### src/rtl/swt16_mem_pkg.sv
// Shared types and helpers for the swt16 MEM/LSU stage.
package swt16_mem_pkg;

  typedef enum logic {
    IDLE   = 1'b0,
    ACCESS = 1'b1
  } lsu_state_t;

  localparam logic SIZE_BYTE = 1'b1;
  localparam logic SIZE_WORD = 1'b0;

  function automatic int unsigned clog2(input int unsigned v);
    int unsigned r;
    r = 0;
    while ((32'd1 << r) < v) r++;
    return r;
  endfunction

endpackage

### src/rtl/mem_lane_align.sv
// Lane steering: store-side byte replication/enables and load-side lane select with extension.
module mem_lane_align
  import swt16_mem_pkg::*;
#(
  parameter int unsigned WORD_WIDTH = 16,
  parameter int unsigned RES_WIDTH  = 16,
  parameter int unsigned BYTES      = WORD_WIDTH / 8,
  parameter int unsigned LANE_BITS  = clog2(WORD_WIDTH / 8)
) (
  input  logic                  size_byte,
  input  logic                  load_signed,
  input  logic [LANE_BITS-1:0]  lane,
  input  logic [WORD_WIDTH-1:0] wr_word,
  input  logic [WORD_WIDTH-1:0] rd_word,
  output logic [WORD_WIDTH-1:0] st_word,
  output logic [BYTES-1:0]      byte_en,
  output logic [RES_WIDTH-1:0]  ld_res
);

  logic [7:0]           sel_byte;
  logic [RES_WIDTH-1:0] ext_byte;
  logic [RES_WIDTH-1:0] ext_word;

  always_comb begin
    sel_byte = rd_word[{lane, 3'b000} +: 8];
    ext_byte = {RES_WIDTH{load_signed & sel_byte[7]}};
    ext_byte[7:0] = sel_byte;
    ext_word = {RES_WIDTH{load_signed & rd_word[WORD_WIDTH-1]}};
    ext_word[WORD_WIDTH-1:0] = rd_word;

    if (size_byte == SIZE_BYTE) begin
      st_word = {BYTES{wr_word[7:0]}};
      byte_en = {{(BYTES-1){1'b0}}, 1'b1} << lane;
      ld_res  = ext_byte;
    end else begin
      st_word = wr_word;
      byte_en = {BYTES{1'b1}};
      ld_res  = ext_word;
    end
  end

endmodule

### src/rtl/mem_lsu.sv
// swt16 MEM stage: pass-through for ALU results, req/ack DMEM access with stall,
// sub-word lanes, misalignment and bus-timeout reporting.
module mem_lsu
  import swt16_mem_pkg::*;
#(
  parameter int unsigned DMEM_ADDR_WIDTH = 12,
  parameter int unsigned DMEM_WORD_WIDTH = 16,
  parameter int unsigned IALU_WORD_WIDTH = 16,
  parameter int unsigned REG_IDX_WIDTH   = 4,
  parameter int unsigned TIMEOUT_WIDTH   = 8,
  parameter int unsigned BYTES           = DMEM_WORD_WIDTH / 8,
  parameter int unsigned LANE_BITS       = clog2(DMEM_WORD_WIDTH / 8)
) (
  input  logic                                 clock,
  input  logic                                 reset,
  input  logic                                 in_valid,
  input  logic                                 in_act_load,
  input  logic                                 in_act_store,
  input  logic                                 in_act_write_res_to_reg,
  input  logic                                 in_size_byte,
  input  logic                                 in_load_signed,
  input  logic [DMEM_ADDR_WIDTH+LANE_BITS-1:0] in_addr,
  input  logic [DMEM_WORD_WIDTH-1:0]           in_wr_word,
  input  logic [IALU_WORD_WIDTH-1:0]           in_res,
  input  logic [REG_IDX_WIDTH-1:0]             in_res_reg_idx,
  output logic                                 out_stall,
  output logic                                 out_dmem_req,
  output logic                                 out_dmem_we,
  output logic [DMEM_ADDR_WIDTH-1:0]           out_dmem_addr,
  output logic [DMEM_WORD_WIDTH-1:0]           out_dmem_wr_word,
  output logic [BYTES-1:0]                     out_dmem_byte_en,
  input  logic                                 in_dmem_ack,
  input  logic [DMEM_WORD_WIDTH-1:0]           in_dmem_rd_word,
  output logic                                 out_valid,
  output logic                                 out_act_write_res_to_reg,
  output logic [IALU_WORD_WIDTH-1:0]           out_res,
  output logic [REG_IDX_WIDTH-1:0]             out_res_reg_idx,
  output logic                                 out_misaligned,
  output logic                                 out_bus_error
);

  lsu_state_t                 state_q, state_d;
  logic [TIMEOUT_WIDTH-1:0]   cnt_q, cnt_d;
  logic [DMEM_ADDR_WIDTH-1:0] addr_q, addr_d;
  logic [LANE_BITS-1:0]       lane_q, lane_d;
  logic                       byte_q, byte_d;
  logic                       sgn_q, sgn_d;
  logic                       we_q, we_d;
  logic [DMEM_WORD_WIDTH-1:0] wr_q, wr_d;
  logic [REG_IDX_WIDTH-1:0]   idx_q, idx_d;
  logic                       wb_q, wb_d;

  logic                       valid_q, valid_d;
  logic                       wb_out_q, wb_out_d;
  logic [IALU_WORD_WIDTH-1:0] res_q, res_d;
  logic [REG_IDX_WIDTH-1:0]   idx_out_q, idx_out_d;
  logic                       mis_q, mis_d;
  logic                       berr_q, berr_d;

  logic                       is_mem;
  logic                       misaligned;
  logic                       req;
  logic [DMEM_WORD_WIDTH-1:0] st_word;
  logic [BYTES-1:0]           byte_en;
  logic [IALU_WORD_WIDTH-1:0] ld_res;

  mem_lane_align #(
    .WORD_WIDTH(DMEM_WORD_WIDTH),
    .RES_WIDTH (IALU_WORD_WIDTH),
    .BYTES     (BYTES),
    .LANE_BITS (LANE_BITS)
  ) u_align (
    .size_byte  (byte_q),
    .load_signed(sgn_q),
    .lane       (lane_q),
    .wr_word    (wr_q),
    .rd_word    (in_dmem_rd_word),
    .st_word    (st_word),
    .byte_en    (byte_en),
    .ld_res     (ld_res)
  );

  assign is_mem     = in_act_load | in_act_store;
  assign misaligned = (in_size_byte == SIZE_WORD) && (in_addr[LANE_BITS-1:0] != '0);

  always_comb begin
    state_d   = state_q;
    cnt_d     = cnt_q;
    addr_d    = addr_q;
    lane_d    = lane_q;
    byte_d    = byte_q;
    sgn_d     = sgn_q;
    we_d      = we_q;
    wr_d      = wr_q;
    idx_d     = idx_q;
    wb_d      = wb_q;
    valid_d   = 1'b0;
    wb_out_d  = 1'b0;
    res_d     = '0;
    idx_out_d = '0;
    mis_d     = 1'b0;
    berr_d    = 1'b0;

    case (state_q)
      IDLE: begin
        if (in_valid) begin
          if (!is_mem) begin
            valid_d   = 1'b1;
            wb_out_d  = in_act_write_res_to_reg;
            res_d     = in_res;
            idx_out_d = in_res_reg_idx;
          end else if (misaligned) begin
            valid_d   = 1'b1;
            mis_d     = 1'b1;
            idx_out_d = in_res_reg_idx;
          end else begin
            state_d = ACCESS;
            cnt_d   = '0;
            addr_d  = in_addr[DMEM_ADDR_WIDTH+LANE_BITS-1:LANE_BITS];
            lane_d  = in_addr[LANE_BITS-1:0];
            byte_d  = in_size_byte;
            sgn_d   = in_load_signed;
            we_d    = in_act_store;  // load+store together behaves as a store
            wr_d    = in_wr_word;
            idx_d   = in_res_reg_idx;
            wb_d    = in_act_write_res_to_reg;
          end
        end
      end
      ACCESS: begin
        if (in_dmem_ack) begin
          state_d   = IDLE;
          valid_d   = 1'b1;
          idx_out_d = idx_q;
          if (!we_q) begin
            wb_out_d = wb_q;
            res_d    = ld_res;
          end
        end else if (cnt_q == {TIMEOUT_WIDTH{1'b1}}) begin
          state_d   = IDLE;
          valid_d   = 1'b1;
          berr_d    = 1'b1;
          idx_out_d = idx_q;
        end else begin
          cnt_d = cnt_q + 1'b1;
        end
      end
      default: state_d = IDLE;
    endcase
  end

  always_ff @(posedge clock or posedge reset) begin
    if (reset) begin
      state_q   <= IDLE;
      cnt_q     <= '0;
      addr_q    <= '0;
      lane_q    <= '0;
      byte_q    <= 1'b0;
      sgn_q     <= 1'b0;
      we_q      <= 1'b0;
      wr_q      <= '0;
      idx_q     <= '0;
      wb_q      <= 1'b0;
      valid_q   <= 1'b0;
      wb_out_q  <= 1'b0;
      res_q     <= '0;
      idx_out_q <= '0;
      mis_q     <= 1'b0;
      berr_q    <= 1'b0;
    end else begin
      state_q   <= state_d;
      cnt_q     <= cnt_d;
      addr_q    <= addr_d;
      lane_q    <= lane_d;
      byte_q    <= byte_d;
      sgn_q     <= sgn_d;
      we_q      <= we_d;
      wr_q      <= wr_d;
      idx_q     <= idx_d;
      wb_q      <= wb_d;
      valid_q   <= valid_d;
      wb_out_q  <= wb_out_d;
      res_q     <= res_d;
      idx_out_q <= idx_out_d;
      mis_q     <= mis_d;
      berr_q    <= berr_d;
    end
  end

  // Bus-side outputs follow the state register directly, so reset drops them at once.
  assign req              = (state_q == ACCESS);
  assign out_stall        = req;
  assign out_dmem_req     = req;
  assign out_dmem_we      = req & we_q;
  assign out_dmem_addr    = req ? addr_q : '0;
  assign out_dmem_wr_word = req ? st_word : '0;
  assign out_dmem_byte_en = req ? byte_en : '0;

  assign out_valid                = valid_q;
  assign out_act_write_res_to_reg = wb_out_q;
  assign out_res                  = res_q;
  assign out_res_reg_idx          = idx_out_q;
  assign out_misaligned           = mis_q;
  assign out_bus_error            = berr_q;

endmodule

### config.mk
export PLATFORM = sky130hd
export DESIGN_NAME = mem_lsu
export DESIGN_NICKNAME = d
export VERILOG_FILES = /design/src/rtl/swt16_mem_pkg.sv /design/src/rtl/mem_lane_align.sv /design/src/rtl/mem_lsu.sv
export SDC_FILE = /design/constraint.sdc
export NUM_CORES = 1
export LEC_CHECK = 0
export CORE_MARGIN = 10
export CORE_UTILIZATION = 25
export CTS_CLUSTER_SIZE = 24
export DETAILED_ROUTE_END_ITERATION = 10
export SYNTH_ARGS = -nofsm -noshare
export SYNTH_HDL_FRONTEND = slang
export SYNTH_SLANG_ARGS = --single-unit
export TNS_END_PERCENT = 5
### constraint.sdc
create_clock -name clock -period 3.5 [get_ports clock]
set_clock_uncertainty 0.1 [all_clocks]
set_input_delay 0.875 -clock clock [delete_from_list [all_inputs] [get_ports clock]]
set_output_delay 0.875 -clock clock [all_outputs]
set_load 0.02 [all_outputs]
==> results.json, run 1 <==
{
  "status": "complete, no violations",
  "final-hold-violation-count": 0,
  "synth_top_family_by_area": "multiplexers",
  "synth_top_area_frac": 0.546,
  "drt_iter0_markers": 144,
  "synth-simple-area-share": 0.149,
  "hold_start": "addr_q[2]",
  "cts_buffer_depth": 2,
  "fmax_mhz": 320,
  "post-place-ws_ns": 0.738,
  "routedWlPerCell_microns": 16.5,
  "dieArea_sq_um": 17800,
  "holdCritPathClass": "reg2reg",
  "synth_flop_cell": "dfrtp_1",
  "powerDensity_nw_per_um2": 553,
  "port-buffer-count": 130,
  "hold_buffers": 0,
  "synthAdderAreaFrac": 0.00390,
  "yosys.cell_types.count": 41,
  "hold_path_end": "addr_q[2]",
  "grt_max_degree": 43,
  "synth_edf_count": 0,
  "worstSetupEndpointType": "primary output",
  "htree_levels": 3,
  "path_max_fanout": 14,
  "seq_area_frac_synth": 0.546,
  "hpwl_microns": 7420,
  "antenna_found_initial": 0,
  "worstMarginPinSlew_ns": 0.527,
  "layout-drive-gt1-share": 0.164,
  "max_cap_viol_count": 0,
  "worstPathCellList": "buf_4 > mux2i_1 > nor2_1 > clkdlybuf4s50_1",
  "crit_family": "buffers and inverters",
  "worst_path_largest_cell_delay_ns": 0.67,
  "vias": 2542,
  "io_pins": 131,
  "synth_area_per_cell_sq_um": 11.7,
  "viasPerCell": 4.34,
  "start_util": 0.254,
  "tns_ns": 0,
  "die_h_microns": 133,
  "root_buffer": "clkbuf_16",
  "coreArea_sq_um": 12600,
  "period_share": 0.892,
  "clock_latency_ns": 0.33,
  "crit_arrival_ns": 2.15,
  "synthCells": 275,
  "max_slew_margin": 0.649,
  "antenna_cells": 0,
  "synth_area_leaders": "dfrtp_1, mux2_2, mux2i_1, and2_1, o21ai_0",
  "p_leak_nw": 2.11,
  "fin_nets": 484,
  "critPathBufInv": 2,
  "ant_nets": 0,
  "synth.area.mux_share": 0.179,
  "path_class": "reg2out",
  "wirelength_microns": 9680,
  "r2r_slack_ns": 1.54,
  "cts_made_buffers": 9,
  "num_rows": 41,
  "yosys.area.top_type": "dfrtp_1",
  "cp-startpoint": "byte_q",
  "regToRegStartpoint": "out_dmem_req",
  "r2r_end": "cnt_q[2]",
  "period_needed_ns": 3.12,
  "slew_viol_final": 0,
  "fin_ws_ns": 0.379,
  "syn_nets": 350,
  "synth-xor-area-share": 0,
  "min_path_cells": 1,
  "post_cts_buffers": 0,
  "drc": 0,
  "ctsResizeCount": 0,
  "crit_path_start_kind": "flop",
  "grt_use_total": 0.109,
  "synth.most_common_cell": "dfrtp_1",
  "gr-total-overflow": 0,
  "rsz0062_at_grt": "false",
  "die_w_microns": 133,
  "grt_pass1_wl_microns": 15500,
  "synth_area_sq_um": 3210,
  "yosys-top-cells-count": "dfrtp_1, mux2_2, nand2_1",
  "ir_worst_vdd_v": 0.000237,
  "worst_r2r_path_depth": 5,
  "yosysWarningCount": 0,
  "cts_sinks": 70,
  "synth_compound_area_frac": 0.0792,
  "async_flop_share": 1.00,
  "area_delta_synth_final_pct": 55.6,
  "clkTransAtPathRegs_ns": 0.06,
  "firstDrtPassIters": 4,
  "grt_pass1_vias": 2918,
  "slowest_stage": "dfrtp_1",
  "cp.required_ns": 2.52,
  "final_util": 0.396,
  "gp_congestion": 0.690,
  "cts_tree": "yes",
  "setup_viol": 0,
  "synth_seq_cells": 70
}
-- metal layers --
metal,track usage,routed length [microns],up-vias
met5,0,0,-
met4,0.0314,111,0
met3,0.0451,720,10
met2,0.186,4730,88
met1,0.123,4120,1228
li1,-,-,1216
-- report_power, final --
group / switching [W] / internal (W) / leakage (nW)
Sequential: 0.000129 / 0.000975 / 0.880
Clock: 0.000368 / 0.000511 / 0.138
Combinational: 0.000355 / 0.000425 / 1.10
-- area by class of cell --
type / instances / area [sq um]
fill: 1284 / 7630
multi-input combinational: 182 / 1320
clock inverter: 6 / 52.6
inverter: 9 / 33.8
clock buffer: 10 / 239
timing repair buffer: 137 / 1380
tap: 172 / 215
sequential: 70 / 1750
-- placed cells by master, fill, tap and decap left out, types with 5 or more instances in the layout --
| cell | netlist | final |
|---|---|---|
| inv_1 | 9 | 8 |
| clkbuf_16 | 0 | 9 |
| dfrtp_1 | 70 | 70 |
| nor2_1 | 18 | 18 |
| mux2i_1 | 17 | 17 |
| and2_1 | 21 | 21 |
| a21oi_1 | 5 | 5 |
| mux2_2 | 36 | 36 |
| nand2_1 | 22 | 22 |
| clkdlybuf4s50_1 | 0 | 130 |
| buf_4 | 2 | 5 |
| o21ai_0 | 21 | 21 |
-- logic make-up after synthesis --
family | Yosys count
AOI/OAI and AO/OA | 42
muxes | 53
DFF | 70
and+or+nand+nor | 86
adders and majority gates | 1
buffers and inverters | 23
-- how the worst max path moves through the flow --
| stage | depth (start not counted) | end | slack (ns) |
|---|---|---|---|
| after global routing | 4 | out_dmem_wr_word[10] | 0.25 |
| after CTS | 4 | out_dmem_wr_word[13] | 0.36 |
| after detailed placement | 4 | out_dmem_wr_word[13] | 0.74 |
| after global placement | 4 | out_dmem_wr_word[13] | 0.74 |
| final | 4 | out_dmem_wr_word[13] | 0.38 |
| after floorplan | 1 | addr_q[0] | 0.76 |
-- per-stage QoR --
stage	cells	power, W	hold WS, ns	area, sq um
after floorplan	275	0.00155	0.362	3210
after global placement	570	0.00189	0.375	4700
after detailed placement	570	0.00191	0.379	4700
after CTS	586	0.00282	0.408	4990
after global routing	586	0.00292	0.416	4990
final	586	0.00276	0.404	4990
No activity file was read; power rests on OpenSTA's default activity.
==> inputs of run 2 (changes only) <==
--- a/config.mk
+++ b/config.mk
@@ -5,6 +5,7 @@
 export SDC_FILE = /design/constraint.sdc
 export NUM_CORES = 1
 export LEC_CHECK = 0
+export ABC_AREA = 1
 export CORE_MARGIN = 10
 export CORE_UTILIZATION = 25
 export CTS_CLUSTER_SIZE = 24
==> run 2 against run 1 <==
  * Routed wire length grew 13%
  * Sequential power decreased by 7%
  * Maximum frequency grew 5.0%
  * Critical endpoint is now out_dmem_addr[5]
  * Setup slack better by 0.15 ns
  * Worst hold slack got worse by 0.033 ns
  * Non-clock buffer count stayed put
  * Via count rose by 26%
==> results.json, run 2 <==
{
  "cts_tree": "yes",
  "synth_edf_count": 0,
  "setup_viol": 0,
  "dieArea_sq_um": 18900,
  "synth_area_leaders": "dfrtp_1, nand2_1, nand3_1, nor2_1, inv_1",
  "period_share": 0.850,
  "fill_cells": 1388,
  "synthCells": 426,
  "grt_pass1_vias": 3344,
  "synth_flop_cell": "dfrtp_1",
  "port-buffer-count": 130,
  "layout_common_cells": "clkdlybuf4s50_1, nand2_1, dfrtp_1, nor2_1, nand3_1",
  "crit_path_start_kind": "flop",
  "routedWlPerCell_microns": 14.9,
  "ant_nets": 0,
  "viasPerCell": 4.36,
  "async_flop_share": 1.00,
  "wirelength_microns": 10900,
  "layout-drive-gt1-share": 0.0914,
  "io_pins": 131,
  "fmax_mhz": 336,
  "path_class": "reg2out",
  "firstDrtPassIters": 5,
  "antenna_cells": 0,
  "area_delta_synth_final_pct": 50.2,
  "yosys-top-cells-count": "nand2_1, dfrtp_1, nor2_1",
  "fin_nets": 630,
  "period_needed_ns": 2.97,
  "hold_start": "addr_q[1]",
  "fin_area_sq_um": 5180,
  "drc": 0,
  "synth.most_common_cell": "nand2_1",
  "ir_worst_vdd_v": 0.000189,
  "synth_top_area_frac": 0.508,
  "multiInputGateArea_sq_um": 1390,
  "cp-startpoint": "out_dmem_req",
  "cp.required_ns": 2.52,
  "vias": 3200,
  "post_cts_buffers": 0,
  "htree_levels": 3,
  "seq_area_frac_synth": 0.508,
  "status": "complete, no violations",
  "cts_made_buffers": 9,
  "num_rows": 42,
  "synth_area_sq_um": 3450,
  "p_leak_nw": 2.45,
  "cts_buffer_depth": 2,
  "antenna_found_initial": 0,
  "coreArea_sq_um": 13400,
  "hpwl_microns": 8210,
  "gp_congestion": 0.794,
  "worstMarginPinSlew_ns": 0.652,
  "hold_buffers": 0,
  "drt_iter0_markers": 111,
  "final-hold-violation-count": 0,
  "path_max_fanout": 29,
  "gr-total-overflow": 0,
  "synth_area_per_cell_sq_um": 8.10,
  "clkTransAtPathRegs_ns": 0.05,
  "powerDensity_nw_per_um2": 522,
  "slew_viol_final": 0,
  "dpl_cell_area_sq_um": 4870,
  "grt_pass1_wl_microns": 17500,
  "mostFrequentLayoutCell": "clkdlybuf4s50_1",
  "start_util": 0.257,
  "grt_max_degree": 54,
  "rsz0062_at_grt": "false",
  "tns_ns": 0,
  "holdCritPathClass": "reg2reg",
  "yosys.area.top_type": "dfrtp_1",
  "syn_nets": 501,
  "root_buffer": "clkbuf_16",
  "yosysWarningCount": 0,
  "regToRegStartpoint": "out_dmem_req",
  "clock_latency_ns": 0.33,
  "synth_seq_cells": 70,
  "crit_arrival_ns": 2.00,
  "max_slew_margin": 0.564,
  "worstSetupEndpointType": "primary output",
  "grt_use_total": 0.119,
  "ctsResizeCount": 0,
  "max_cap_viol_count": 0,
  "ff_latch_area_sq_um": 1750,
  "die_w_microns": 137,
  "yosys.cell_types.count": 25,
  "cts_sinks": 70,
  "die_h_microns": 137
}
-- run 2: cell types whose count changed after synthesis, sizes merged, moves of 8 or more --
cell   before  now
nand2      22  132
nand3       3   46
nor2       19   61
mux2       36    0
inv         9   40
o21ai      22   48
and2       21    0
mux2i      17    0
buf        10   18
-- run 2: metal layers --
| layer | GRT usage | wire length [microns] | vias to the layer above |
|---|---|---|---|
| li1 | - | - | 1593 |
| met1 | 0.144 | 4930 | 1484 |
| met2 | 0.189 | 4860 | 110 |
| met3 | 0.0448 | 977 | 13 |
| met4 | 0.0398 | 138 | 0 |
| met5 | 0 | 0 | - |
-- run 2: area by class of cell --
| class | instances | area share |
|---|---|---|
| clock buffers | 10 | 0.0461 |
| well taps | 176 | 0.0425 |
| multi-input cells | 295 | 0.268 |
| inverters | 42 | 0.0304 |
| clock inverters | 4 | 0.0140 |
| flip-flops and latches | 70 | 0.338 |
| repair buffers | 137 | 0.261 |
-- run 2: kinds of logic (layout without fill, tap and decap cells) --
family,Yosys count,after routing,share of synthesized area
buffers and inverters,61,193,0.0900
AND/OR/NAND/NOR,242,242,0.317
flip-flops,70,70,0.508
adder cells (fa/ha/maj),1,1,0.00363
AO/OA/AOI/OAI,52,52,0.0820
-- run 2: power breakdown --
part | switching, W | leakage (nW) | internal, W
Clock | 0.000335 | 0.150 | 0.000633
Combinational | 0.000405 | 1.39 | 0.000313
Sequential | 0.0000812 | 0.904 | 0.000939
Total | 0.000821 | 2.45 | 0.00189
-- run 2: path summary, 6_finish.rpt --
check | endpoint | slack (ns) | cells after the start
max | out_dmem_addr[5] | 0.53 | 5
min | addr_q[1] | 0.37 | 2
max reg2reg | out_res[2] | 1.72 | 6
min reg2reg | addr_q[1] | 0.37 | 2
max in group asynchronous | wb_q | 1.67 | 3
min in group asynchronous | addr_q[5] | 0.86 | 2
-- run 2: worst max-delay path, cell delays in order, from the launching register on --
cell,delay [ns]
dfrtp_1,0.32
buf_4,0.32
buf_4,0.28
nand2_1,0.07
inv_1,0.06
clkdlybuf4s50_1,0.62
-- run 2: through the flow --
step	utilization	worst slack (ns)	power [W]	hold slack, ns	std cells
final	0.387	0.526	0.00271	0.371	734
after global routing	0.387	0.378	0.00288	0.392	734
after CTS	0.387	0.493	0.00276	0.374	734
after detailed placement	0.363	0.865	0.00176	0.361	720
after global placement	0.363	0.903	0.00175	0.350	720
after floorplan	-	0.757	0.00143	0.337	426
